### src/rtl/branch_resolve_unit.sv
// branch_resolve_unit: matches issued branch predictions against resolved
// outcomes in issue order, trains the predictor, flushes on mispredict and
// keeps saturating accuracy statistics.
module branch_resolve_unit #(
    parameter int unsigned DEPTH          = 4,
    parameter int unsigned RECOVER_CYCLES = 2,
    parameter int unsigned CNT_W          = 16
) (
    input  logic                       clk,
    input  logic                       reset,
    input  logic                       pred_valid,
    input  logic                       pred_bit,
    output logic                       pred_ready,
    input  logic                       res_valid,
    input  logic                       res_taken,
    output logic                       upd_valid,
    output logic                       upd_taken,
    output logic                       mispredict,
    output logic [$clog2(DEPTH):0]     occupancy,
    output logic [CNT_W-1:0]           branch_count,
    output logic [CNT_W-1:0]           miss_count,
    output logic                       underflow_err
);

    localparam int unsigned PTR_W = $clog2(DEPTH);
    localparam int unsigned OCC_W = PTR_W + 1;
    localparam int unsigned RC_W  = $clog2(RECOVER_CYCLES + 1);

    typedef enum logic [0:0] {
        RUN     = 1'b0,
        RECOVER = 1'b1
    } state_t;

    state_t              state;
    logic [RC_W-1:0]     rec_cnt;
    logic [DEPTH-1:0]    fifo_mem;
    logic [PTR_W-1:0]    wr_ptr;
    logic [PTR_W-1:0]    rd_ptr;

    logic                push;
    logic                pop;
    logic                head_bit;
    logic                miss;

    // Handshake and resolve qualification; a miss only exists on a real pop.
    assign pred_ready = (state == RUN) && (occupancy < OCC_W'(DEPTH));
    assign push       = pred_valid && pred_ready;
    assign pop        = res_valid && (occupancy != '0);
    assign head_bit   = fifo_mem[rd_ptr];
    assign miss       = pop && (head_bit != res_taken);

    // Prediction storage; contents are meaningless beyond occupancy so no reset.
    always_ff @(posedge clk) begin
        if (push) begin
            fifo_mem[wr_ptr] <= pred_bit;
        end
    end

    // Pointers, occupancy, update pulses, statistics and the recovery FSM.
    always_ff @(posedge clk) begin
        if (reset) begin
            state         <= RUN;
            rec_cnt       <= '0;
            wr_ptr        <= '0;
            rd_ptr        <= '0;
            occupancy     <= '0;
            upd_valid     <= 1'b0;
            upd_taken     <= 1'b0;
            mispredict    <= 1'b0;
            underflow_err <= 1'b0;
            branch_count  <= '0;
            miss_count    <= '0;
        end else begin
            upd_valid  <= pop;
            upd_taken  <= pop ? res_taken : 1'b0;
            mispredict <= miss;

            if (res_valid && (occupancy == '0)) begin
                underflow_err <= 1'b1;
            end

            if (pop && (branch_count != {CNT_W{1'b1}})) begin
                branch_count <= branch_count + CNT_W'(1);
            end
            if (miss && (miss_count != {CNT_W{1'b1}})) begin
                miss_count <= miss_count + CNT_W'(1);
            end

            // A mispredict discards every queued prediction, including a same-cycle push.
            if (miss) begin
                wr_ptr    <= '0;
                rd_ptr    <= '0;
                occupancy <= '0;
            end else begin
                if (push) begin
                    wr_ptr <= wr_ptr + PTR_W'(1);
                end
                if (pop) begin
                    rd_ptr <= rd_ptr + PTR_W'(1);
                end
                case ({push, pop})
                    2'b10:   occupancy <= occupancy + OCC_W'(1);
                    2'b01:   occupancy <= occupancy - OCC_W'(1);
                    default: occupancy <= occupancy;
                endcase
            end

            case (state)
                RUN: begin
                    if (miss) begin
                        state   <= RECOVER;
                        rec_cnt <= RC_W'(RECOVER_CYCLES);
                    end
                end
                RECOVER: begin
                    rec_cnt <= rec_cnt - RC_W'(1);
                    if (rec_cnt == RC_W'(1)) begin
                        state <= RUN;
                    end
                end
                default: begin
                    state <= RUN;
                end
            endcase
        end
    end

endmodule

### config.mk
export PLATFORM = sky130hd
export DESIGN_NAME = branch_resolve_unit
export DESIGN_NICKNAME = d
export VERILOG_FILES = /design/src/rtl/branch_resolve_unit.sv
export SDC_FILE = /design/constraint.sdc
export NUM_CORES = 1
export LEC_CHECK = 0
export BUFFER_PORTS_ARGS = -buffer_cell sky130_fd_sc_hd__buf_2
export CORE_ASPECT_RATIO = 1.4
export CORE_MARGIN = 1
export CORE_UTILIZATION = 35
export DETAILED_ROUTE_END_ITERATION = 16
export PLACE_DENSITY = 0.52
export SLEW_MARGIN = 5
export SYNTH_ARGS = -nofsm -noshare
export SYNTH_HDL_FRONTEND = slang
export SYNTH_SLANG_ARGS = --single-unit
### constraint.sdc
create_clock -name clk -period 6.3 [get_ports clk]
set_clock_uncertainty 0.2 [all_clocks]
set_input_delay 1.26 -clock clk [delete_from_list [all_inputs] [get_ports clk]]
set_output_delay 1.26 -clock clk [all_outputs]
set_load 0.02 [all_outputs]
# After elaboration in Yosys (flattened, before gate mapping)
# Cells that the tools add are included.
# word_totals
inputBits,6
ff_bits,50
word_cells,56
out_inout_bits,40
# op_classes
bitwise_logic,2
n_reduce_logical,13
eq_ne,7
magnitude_cmp,4
n_mux,11
add_sub_neg,7
# ops
cell,n
"16-bit by 1-bit adder with 16-bit output, second input constant",2
"16-bit != test, second input constant",2
1-bit logical AND,8
"2-bit by 3-bit less-than comparator with 1-bit output, second input constant",2
3-bit case mux with 2 select lines,1
"2-bit by 1-bit adder with 2-bit output, second input constant",2
4-bit bitwise mux,1
"2-bit by 1-bit == test with 1-bit output, second input constant",2
1-bit two-way mux,4
2-bit case mux with 2 select lines,1
2-bit OR reduction,2
"3-bit by 1-bit adder with 3-bit output, second input constant",1
3-bit zero test,1
"3-bit less-than comparator, second input constant",1
3-bit nonzero test,1
"3-bit by 1-bit subtractor with 3-bit output, second input constant",1
1-bit binary-select mux with 2-bit select,1
1-bit demux with 2-bit select,1
"2-bit == test, second input constant",1
"2-bit by 1-bit greater-or-equal comparator with 1-bit output, second input constant",1
2-bit two-way mux,1
"2-bit != test, second input constant",1
1-bit NOT,2
1-bit case mux with 2 select lines,1
other kinds (3),3

# Logic depth before layout (Yosys ltp)
# Gate-level depths: netlist of the first run.
# depth
ltp_word,6
ltp_mapped,10
ltp_nobuf,10

# Worst setup path before layout of the first run
# OpenSTA, ideal clock, no wires.
# synth_path
path_type,in2reg
from,input res_valid
to,register occupancy[2]
arrival_ns,2.630
setup_time_ns,0.136
stages,10
t_required_ns,5.964
slack_ns,3.335
n_path_buf,1
path_cell_list,o31ai_1 > clkbuf_1 > inv_2 > ha_1 > inv_1 > fa_1 > xor2_1 > nor2_1 > xnor2_1 > nor3_1
# synth_via
elab_chain_cells,3
elab_cells_between_ends,7
cone_classes,eq/ne: 2; mux: 1; reduce/logical: 4
# synth_rtl
element,line,rtl
from (decl),14,"input logic res_valid,"
1-bit logical AND (*),48,assign pop = res_valid && (occupancy != '0);
via pop,41,logic pop;
"2-bit by 1-bit == test with 1-bit output, or another cell as far along",101,"case ({push, pop})"
"3-bit case mux with 2 select lines, or another cell as far along",101,
to (signal assigned),102,2'b10: occupancy <= occupancy + OCC_W'(1);
to (signal assigned),103,2'b01: occupancy <= occupancy - OCC_W'(1);
to (signal assigned),104,default: occupancy <= occupancy;
to (decl),19,"output logic [$clog2(DEPTH):0] occupancy,"
# The timed path passes the listed nets; every way through them passes the cells marked *.
# A chain may end at the register's enable or synchronous reset.

# Worst setup path after layout of the first run
# layout_path
from,input res_valid
to,register miss_count[5]
# layout_via
elab_chain_cells,3
# layout_rtl
element,line,rtl
1-bit logical AND,48,
1-bit logical AND,50,assign miss = pop && (head_bit != res_taken);
1-bit logical AND,85,if (miss && (miss_count != {CNT_W{1'b1}})) begin
to (signal assigned),86,miss_count <= miss_count + CNT_W'(1);
to (decl),21,"output logic [CNT_W-1:0] miss_count,"
# No other way between the ends.

==> summary.txt, run 1 <==
Detailed routing
  • Vias per cell: around 5
  • Pre-Repair DR Iteration Count: 4
  • Via count: just over 2k
  • Drt wl/cell: around 13 um
  • Final antenna-violating net count: 0
  • Post-Route WL: between 5 and 6 mm
  • DRC Markers: 0
  • DRT iter0 DRCs: 95

Layout
  • Final Instance Area: between 0.002 and 0.003 sq mm
  • Fill cell total of the finished layout: 684
  • Share of cells above drive strength 1: 0.183
  • ANT cells: 0
  • Area occupied by multi-input gates: 0.00126 sq mm
  • Fin nets: about 330
  • Final Core Density: 0.421
  • Reg area: 0.00104 sq mm
  • Area delta synth->final: 15.5%

Timing
  • RSZ-0062 raised after global routing: no
  • Slew HR: 0.361
  • Min cycle time layout: a little under 3 ns
  • Setup violations, final: 0
  • FMAX: between 0.3 and 0.4 GHz
  • Final Cycle Share: 0.472
  • Setup TNS: 0 ns
  • Pins Over Slew Limit: 0
  • Final Hold Viols: 0
  • Actual slew at the worst max-slew pin: about 0.96 ns

Clocking
  • H-tree levels: 2
  • Post-CTS Hold Fix Bufs: 0
  • TritonCTS Buffers: 5
  • Post-CTS sizing: 0
  • Worst-path clk slew: roughly 0.08 ns
  • CTS Root Cell: clkbuf_8
  • Post-CTS Setup Inserts: 0
  • CTS tree: done
  • Worst skew pair latency: approximately 0.30 ns
  • Max Root-Sink Buffers: 2
  • Clock sink count: 50

Synth
  • Cell Area, Synth: roughly 0.0024 sq mm
  • Yosys reg bits: 50
  • Avg Inst Size Synth: between 8 and 9 sq um
  • Yosys top cell area share: 0.382
  • Most used DFF post-synth: dfxtp_1
  • Largest cells by area after synthesis: dfxtp_1 (38%), xnor2_1 (5.8%), edfxtp_1 (5.0%)
  • Cells after Synth: around 270
  • Syn_nets: approximately 290
  • Async SR Flop Fraction: 0
  • Yosys cell types: 44
  • Cell taking the most area after synthesis: dfxtp_1
  • EDFF count, synth: 4
  • Seq/Total Area, Yosys: 0.432
  • Yosys warning total: 0
  • Synth top cells by count: dfxtp_1 (46), nor2_1 (31), a21oi_1 (18), xnor2_1 (16), nand2_1 (15)
  • Most frequent cell after synthesis: dfxtp_1

Die
  • DIE AREA: around 0.0072 sq mm
  • Core area: about 0.0066 sq mm
  • I/O pin cnt: 46
  • Chip height: between 100 and 150 um
  • Number of placement rows: 35
  • Die W: between 70 and 80 um
  • Starting Density: 0.365

Critical path
  • Worst Path Required: ~6.3 ns
  • CP Cell Sequence: buf_2 > o31ai_1 > buf_4 > or2_1 > nor4_1 > mux2_1
  • WP data arrival: between 2 and 3 ns
  • Setup CP Type: in2reg
  • CP max-delay cell: or2_1
  • Crit path max fanout: 32
  • Endpoint class of the critical path: register
  • Max stage delay on crit path: roughly 0.58 ns
  • Worst Setup Start Kind: input port

GRT
  • Initial antenna violation count: 0
  • Number of global-route vias before repair: between 1.5k and 2k
  • Largest net degree at the start of global routing: just under 50
  • GRT overflow: 0
  • Total GRT Usage: 0.148
  • First-pass GRT wire length: 8.54 mm

Min path
  • Worst min path class: reg2reg

Placed design
  • IO Port Bufs: 45
  • Post-DP Area: ~0.0027 sq mm
  • Placer Congestion: 0.739
  • Hpwl dp: about 3.5 mm

Outcome
  • Status: complete, no violations

Power and ir drop
  • Power per Cell Area: 297 mW/mm^2
  • Standby leakage power: 1.08 nW
  • Peak supply drop: about 0.16 mV

Run
  • Max-Cap Viols: 0
cell families after synthesis:
logic type	synth area share
simple gates	0.252
flops	0.432
compound gates	0.112
buf+inv	0.0477
xor+xnor	0.0762
fa+ha+maj	0.0498
mux	0.0316
sequential cells by signal, summed over array words and instances (netlist names):
name / flops
wr_ptr: 2
state: 1
upd_taken: 1
upd_valid: 1
mispredict: 1
rec_cnt: 2
occupancy: 3
miss_count: 16
fifo_mem: 4
rd_ptr: 2
branch_count: 16
underflow_err: 1
final timing paths:
kind	from	to	slack [ns]	cells past startpoint
min reg2reg	underflow_err$_SDFFE_PP0P_	underflow_err$_SDFFE_PP0P_	0.29	2
min	underflow_err$_SDFFE_PP0P_	underflow_err$_SDFFE_PP0P_	0.29	2
max	res_valid	miss_count[5]$_SDFFE_PP0P_	3.32	6
max reg2reg	rd_ptr[0]$_SDFFE_PP0P_	miss_count[5]$_SDFFE_PP0P_	3.50	5
per-layer routing:
metal | GRT usage | wire length (um)
met5 | 0 | 0
met4 | 0.0407 | 55
met3 | 0.0331 | 187
met2 | 0.256 | 2520
met1 | 0.183 | 2320
layout by cell type, fill, tap and decap left out, types with 9 or more instances in the layout:
master,Yosys,final
dfxtp_1,46,46
buf_2,1,45
nor2_1,31,31
a21oi_1,18,18
xnor2_1,16,16
nand2_1,15,15
nor3_1,13,13
inv_1,12,12
o31ai_1,9,9
nand3_1,9,9
where the power goes:
group	internal [W]	total, W	switching [W]
logic	0.0000939	0.000238	0.000144
registers	0.000359	0.000395	0.0000363
clock network	0.0000889	0.000194	0.000106
total	0.000542	0.000827	0.000286
per-stage QoR:
| stage | hold WS, ns | power [W] | setup slack [ns] | std cells |
|---|---|---|---|---|
| 3_5_place_dp | 0.261 | 0.000643 | 2.99 | 395 |
| 3_3_place_gp | 0.256 | 0.000639 | 3.04 | 395 |
| 2_1_floorplan | 0.271 | 0.000584 | 3.33 | 272 |
| 5_1_grt | 0.300 | 0.000892 | 3.20 | 403 |
| 4_1_cts | 0.286 | 0.000840 | 3.31 | 403 |
| 6_report | 0.286 | 0.000827 | 3.32 | 403 |
critical path: cells and delay by family:
| family | cells | cell delay [ns] |
|---|---|---|
| AND/OR/NAND/NOR | 2 | 1.03 |
| multiplexers | 1 | 0.35 |
| buffers and inverters | 2 | 0.27 |
| AO/OA/AOI/OAI | 1 | 0.06 |
cell type report:
class | count | area share
clock buffers | 7 | 0.0310
clock inverters | 1 | 0.00180
inverters | 13 | 0.0175
multi-input cells | 194 | 0.451
flip-flops and latches | 50 | 0.374
well taps | 92 | 0.0413
repair buffers | 46 | 0.0836
No activity file was read; power rests on OpenSTA's default activity.
==> run 2: changes to the inputs <==
--- a/config.mk
+++ b/config.mk
@@ -5,12 +5,13 @@
 export SDC_FILE = /design/constraint.sdc
 export NUM_CORES = 1
 export LEC_CHECK = 0
+export ABC_AREA = 1
 export BUFFER_PORTS_ARGS = -buffer_cell sky130_fd_sc_hd__buf_2
 export CORE_ASPECT_RATIO = 1.4
 export CORE_MARGIN = 1
 export CORE_UTILIZATION = 35
 export DETAILED_ROUTE_END_ITERATION = 16
-export PLACE_DENSITY = 0.52
+export PLACE_DENSITY = 0.53
 export SLEW_MARGIN = 5
 export SYNTH_ARGS = -nofsm -noshare
 export SYNTH_HDL_FRONTEND = slang
==> constraint.sdc (replaced) <==
create_clock -name clk -period 2.7 [get_ports clk]
set_clock_uncertainty 0.2 [all_clocks]
set_input_delay 0.54 -clock clk [delete_from_list [all_inputs] [get_ports clk]]
set_output_delay 0.54 -clock clk [all_outputs]
set_load 0.02 [all_outputs]
==> summary.txt, run 2 <==
Synth
  • Cell taking the most area after synthesis: dfxtp_1
  • Cells after Synth: 380
  • EDFF count, synth: 4
  • Yosys warning total: 0
  • Largest cells by area after synthesis: dfxtp_1 (35%), nand2_1 (16%), nor2_1 (12%)
  • Most used DFF post-synth: dfxtp_1
  • Syn_nets: around 400
  • Avg Inst Size Synth: approximately 6.8 sq um
  • Cell Area, Synth: 0.00260 sq mm
  • Synth top cells by count: nand2_1 (110), nor2_1 (82), dfxtp_1 (46), inv_1 (37), a21oi_1 (22)
  • Async SR Flop Fraction: 0
  • Seq/Total Area, Yosys: 0.400
  • Yosys reg bits: 50
  • Most frequent cell after synthesis: nand2_1
  • Yosys top cell area share: 0.354
  • Yosys cell types: 26

Power and ir drop
  • Peak supply drop: ~0.44 mV
  • Gate power share: 0.304
  • Sw Share: 0.361
  • Standby leakage power: approximately 1.3 nW
  • Sequential power share: 0.443
  • Power per Cell Area: slightly below 700 mW/mm^2
  • Total power draw: 0.00210 W
  • Sw Pwr: 0.000757 W
  • Internal: ~0.0013 W
  • Clock power frac: 0.253

Critical path
  • Worst Setup Start Kind: register
  • Max stage delay on crit path: ~0.40 ns
  • CP Cell Sequence: nor2_1 > nand2_1 > ha_1 > inv_1 > fa_1 > a21oi_1 > o21ai_0 > xor2_1 > nor2_1
  • Endpoint class of the critical path: register
  • Crit path max fanout: 7
  • Most common cell on crit path: nor2_1
  • Critical path's top delay family: adder cells
  • Setup CP Type: reg2reg
  • Buffers and inverters on the worst path: 1
  • WP data arrival: approximately 2.1 ns
  • CP max-delay cell: dfxtp_1
  • Worst Path Required: around 2.7 ns

Placed design
  • Hpwl dp: 4.17 mm
  • IO Port Bufs: 45
  • Placer Congestion: 0.829
  • Post-DP Area: ~0.003 sq mm

Timing
  • WHS: 0.252 ns
  • Final Hold Viols: 0
  • Pins Over Slew Limit: 0
  • RSZ-0062 raised after global routing: no
  • Setup TNS: 0 ns
  • Final Cycle Share: 0.783
  • Actual slew at the worst max-slew pin: ~0.36 ns
  • FMAX: approximately 0.47 GHz
  • Slew HR: 0.757
  • Setup violations, final: 0
  • Min cycle time layout: between 2 and 2.5 ns

Clocking
  • Post-CTS Setup Inserts: 0
  • Post-CTS sizing: 0
  • Max Root-Sink Buffers: 2
  • CTS tree: done
  • H-tree levels: 2
  • Worst skew pair latency: 0.30 ns
  • Post-CTS Hold Fix Bufs: 0
  • TritonCTS Buffers: 5
  • Clock sink count: 50
  • Worst-path clk slew: 0.09 ns
  • CTS Root Cell: clkbuf_8

Detailed routing
  • Via count: ~2.4k
  • DRT iter0 DRCs: 79
  • Drt wl/cell: about 11 um
  • Post-Route WL: 5.67 mm
  • Vias per cell: 4.59
  • DRC Markers: 0
  • Final antenna-violating net count: 0
  • Pre-Repair DR Iteration Count: 4

Die
  • I/O pin cnt: between 40 and 50
  • Number of placement rows: 36
  • Core area: 0.00707 sq mm
  • DIE AREA: roughly 0.0078 sq mm
  • Die W: around 75 um
  • Starting Density: 0.368
  • Chip height: between 100 and 150 um

Layout
  • Share of cells above drive strength 1: 0.156
  • Final Core Density: 0.429
  • Fin nets: 443
  • Final Instance Area: 0.00303 sq mm
  • Top Registers: branch_count x16, miss_count x16, fifo_mem x4
  • ANT cells: 0
  • Area delta synth->final: 16.4%
  • Most common cell after layout, fill and taps aside: nand2_1
  • Most frequent cells in the layout: nand2_1 (110), nor2_1 (82), dfxtp_1 (46)
  • Fill cell total of the finished layout: 768

Min path
  • Worst min path class: in2reg

GRT
  • Largest net degree at the start of global routing: 21
  • GRT overflow: 0
  • Initial antenna violation count: 0
  • Number of global-route vias before repair: 2178
  • First-pass GRT wire length: 9.56 mm
  • Total GRT Usage: 0.155

Run
  • Max-Cap Viols: 0

Outcome
  • Status: complete, no violations
-- run 2: cell count changes in the layout (fill, tap and decap cells not counted), moves of 8 or more --
cell,change
nor2_1,+51
inv_1,+25
o31ai_1,-9
and3_1,-8
xnor2_1,-13
nand3_1,+11
or4_1,-8
nand2_1,+95
-- run 2: routing by layer --
layer  global-route usage  wire, um
met1                0.175      2520
met4               0.0485        79
met2                0.283      2910
met5                    0         0
met3               0.0262       171
-- run 2: power by group through the flow --
stage                     Sequential [W]  Clock (W)  Combinational [W]
after global routing            0.000946   0.000577           0.000735
after floorplan                  0.00100          0           0.000432
after CTS                       0.000932   0.000552           0.000649
after detailed placement        0.000949          0           0.000646
after global placement          0.000947          0           0.000636
final                           0.000931   0.000531           0.000637
-- run 2: per-stage QoR --
step	cells	setup slack, ns
final	524	0.587
after detailed placement	516	0.449
after CTS	524	0.589
after floorplan	380	0.479
after global placement	516	0.478
after global routing	524	0.370
-- run 2: logic make-up (layout without fill, tap and decap cells) --
group | after synthesis | count (layout) | share of synthesized area
adder cells (fa/ha/maj) | 9 | 9 | 0.0462
XOR/XNOR | 13 | 13 | 0.0438
AO/OA/AOI/OAI | 31 | 31 | 0.0692
buffers and inverters | 45 | 94 | 0.0736
AND/OR/NAND/NOR | 232 | 232 | 0.367
flip-flops | 50 | 50 | 0.400
-- run 2: worst register-to-register path, delay by kind of cell, from the launching register on --
| family | cells | cell delay (ns) |
|---|---|---|
| fa+ha+maj | 2 | 0.57 |
| flops | 1 | 0.40 |
| simple gates | 3 | 0.37 |
| compound gates | 2 | 0.26 |
| buf+inv | 1 | 0.07 |
| xor+xnor | 1 | 0.15 |
-- run 2: final cells by class --
cell class / count / area [sq um] / share of cell area
Sequential cell: 50 / 1040 / 0.344
Timing Repair Buffer: 48 / 248 / 0.0818
Clock buffer: 6 / 72.6 / 0.0239
Inverter: 38 / 143 / 0.0471
Clock inverter: 2 / 37.5 / 0.0124
Multi-Input combinational cell: 285 / 1370 / 0.452
Tap cell: 95 / 119 / 0.0392
-- run 2: final timing paths --
path,endpoint,slack [ns],cells after the start,startpoint
max,occupancy[2]$_SDFFE_PP0P_,0.59,9,occupancy[2]$_SDFFE_PP0P_
min,fifo_mem[2]$_DFFE_PP_,0.25,1,pred_bit
max reg2reg,occupancy[2]$_SDFFE_PP0P_,0.59,9,occupancy[2]$_SDFFE_PP0P_
min reg2reg,underflow_err$_SDFFE_PP0P_,0.26,2,underflow_err$_SDFFE_PP0P_
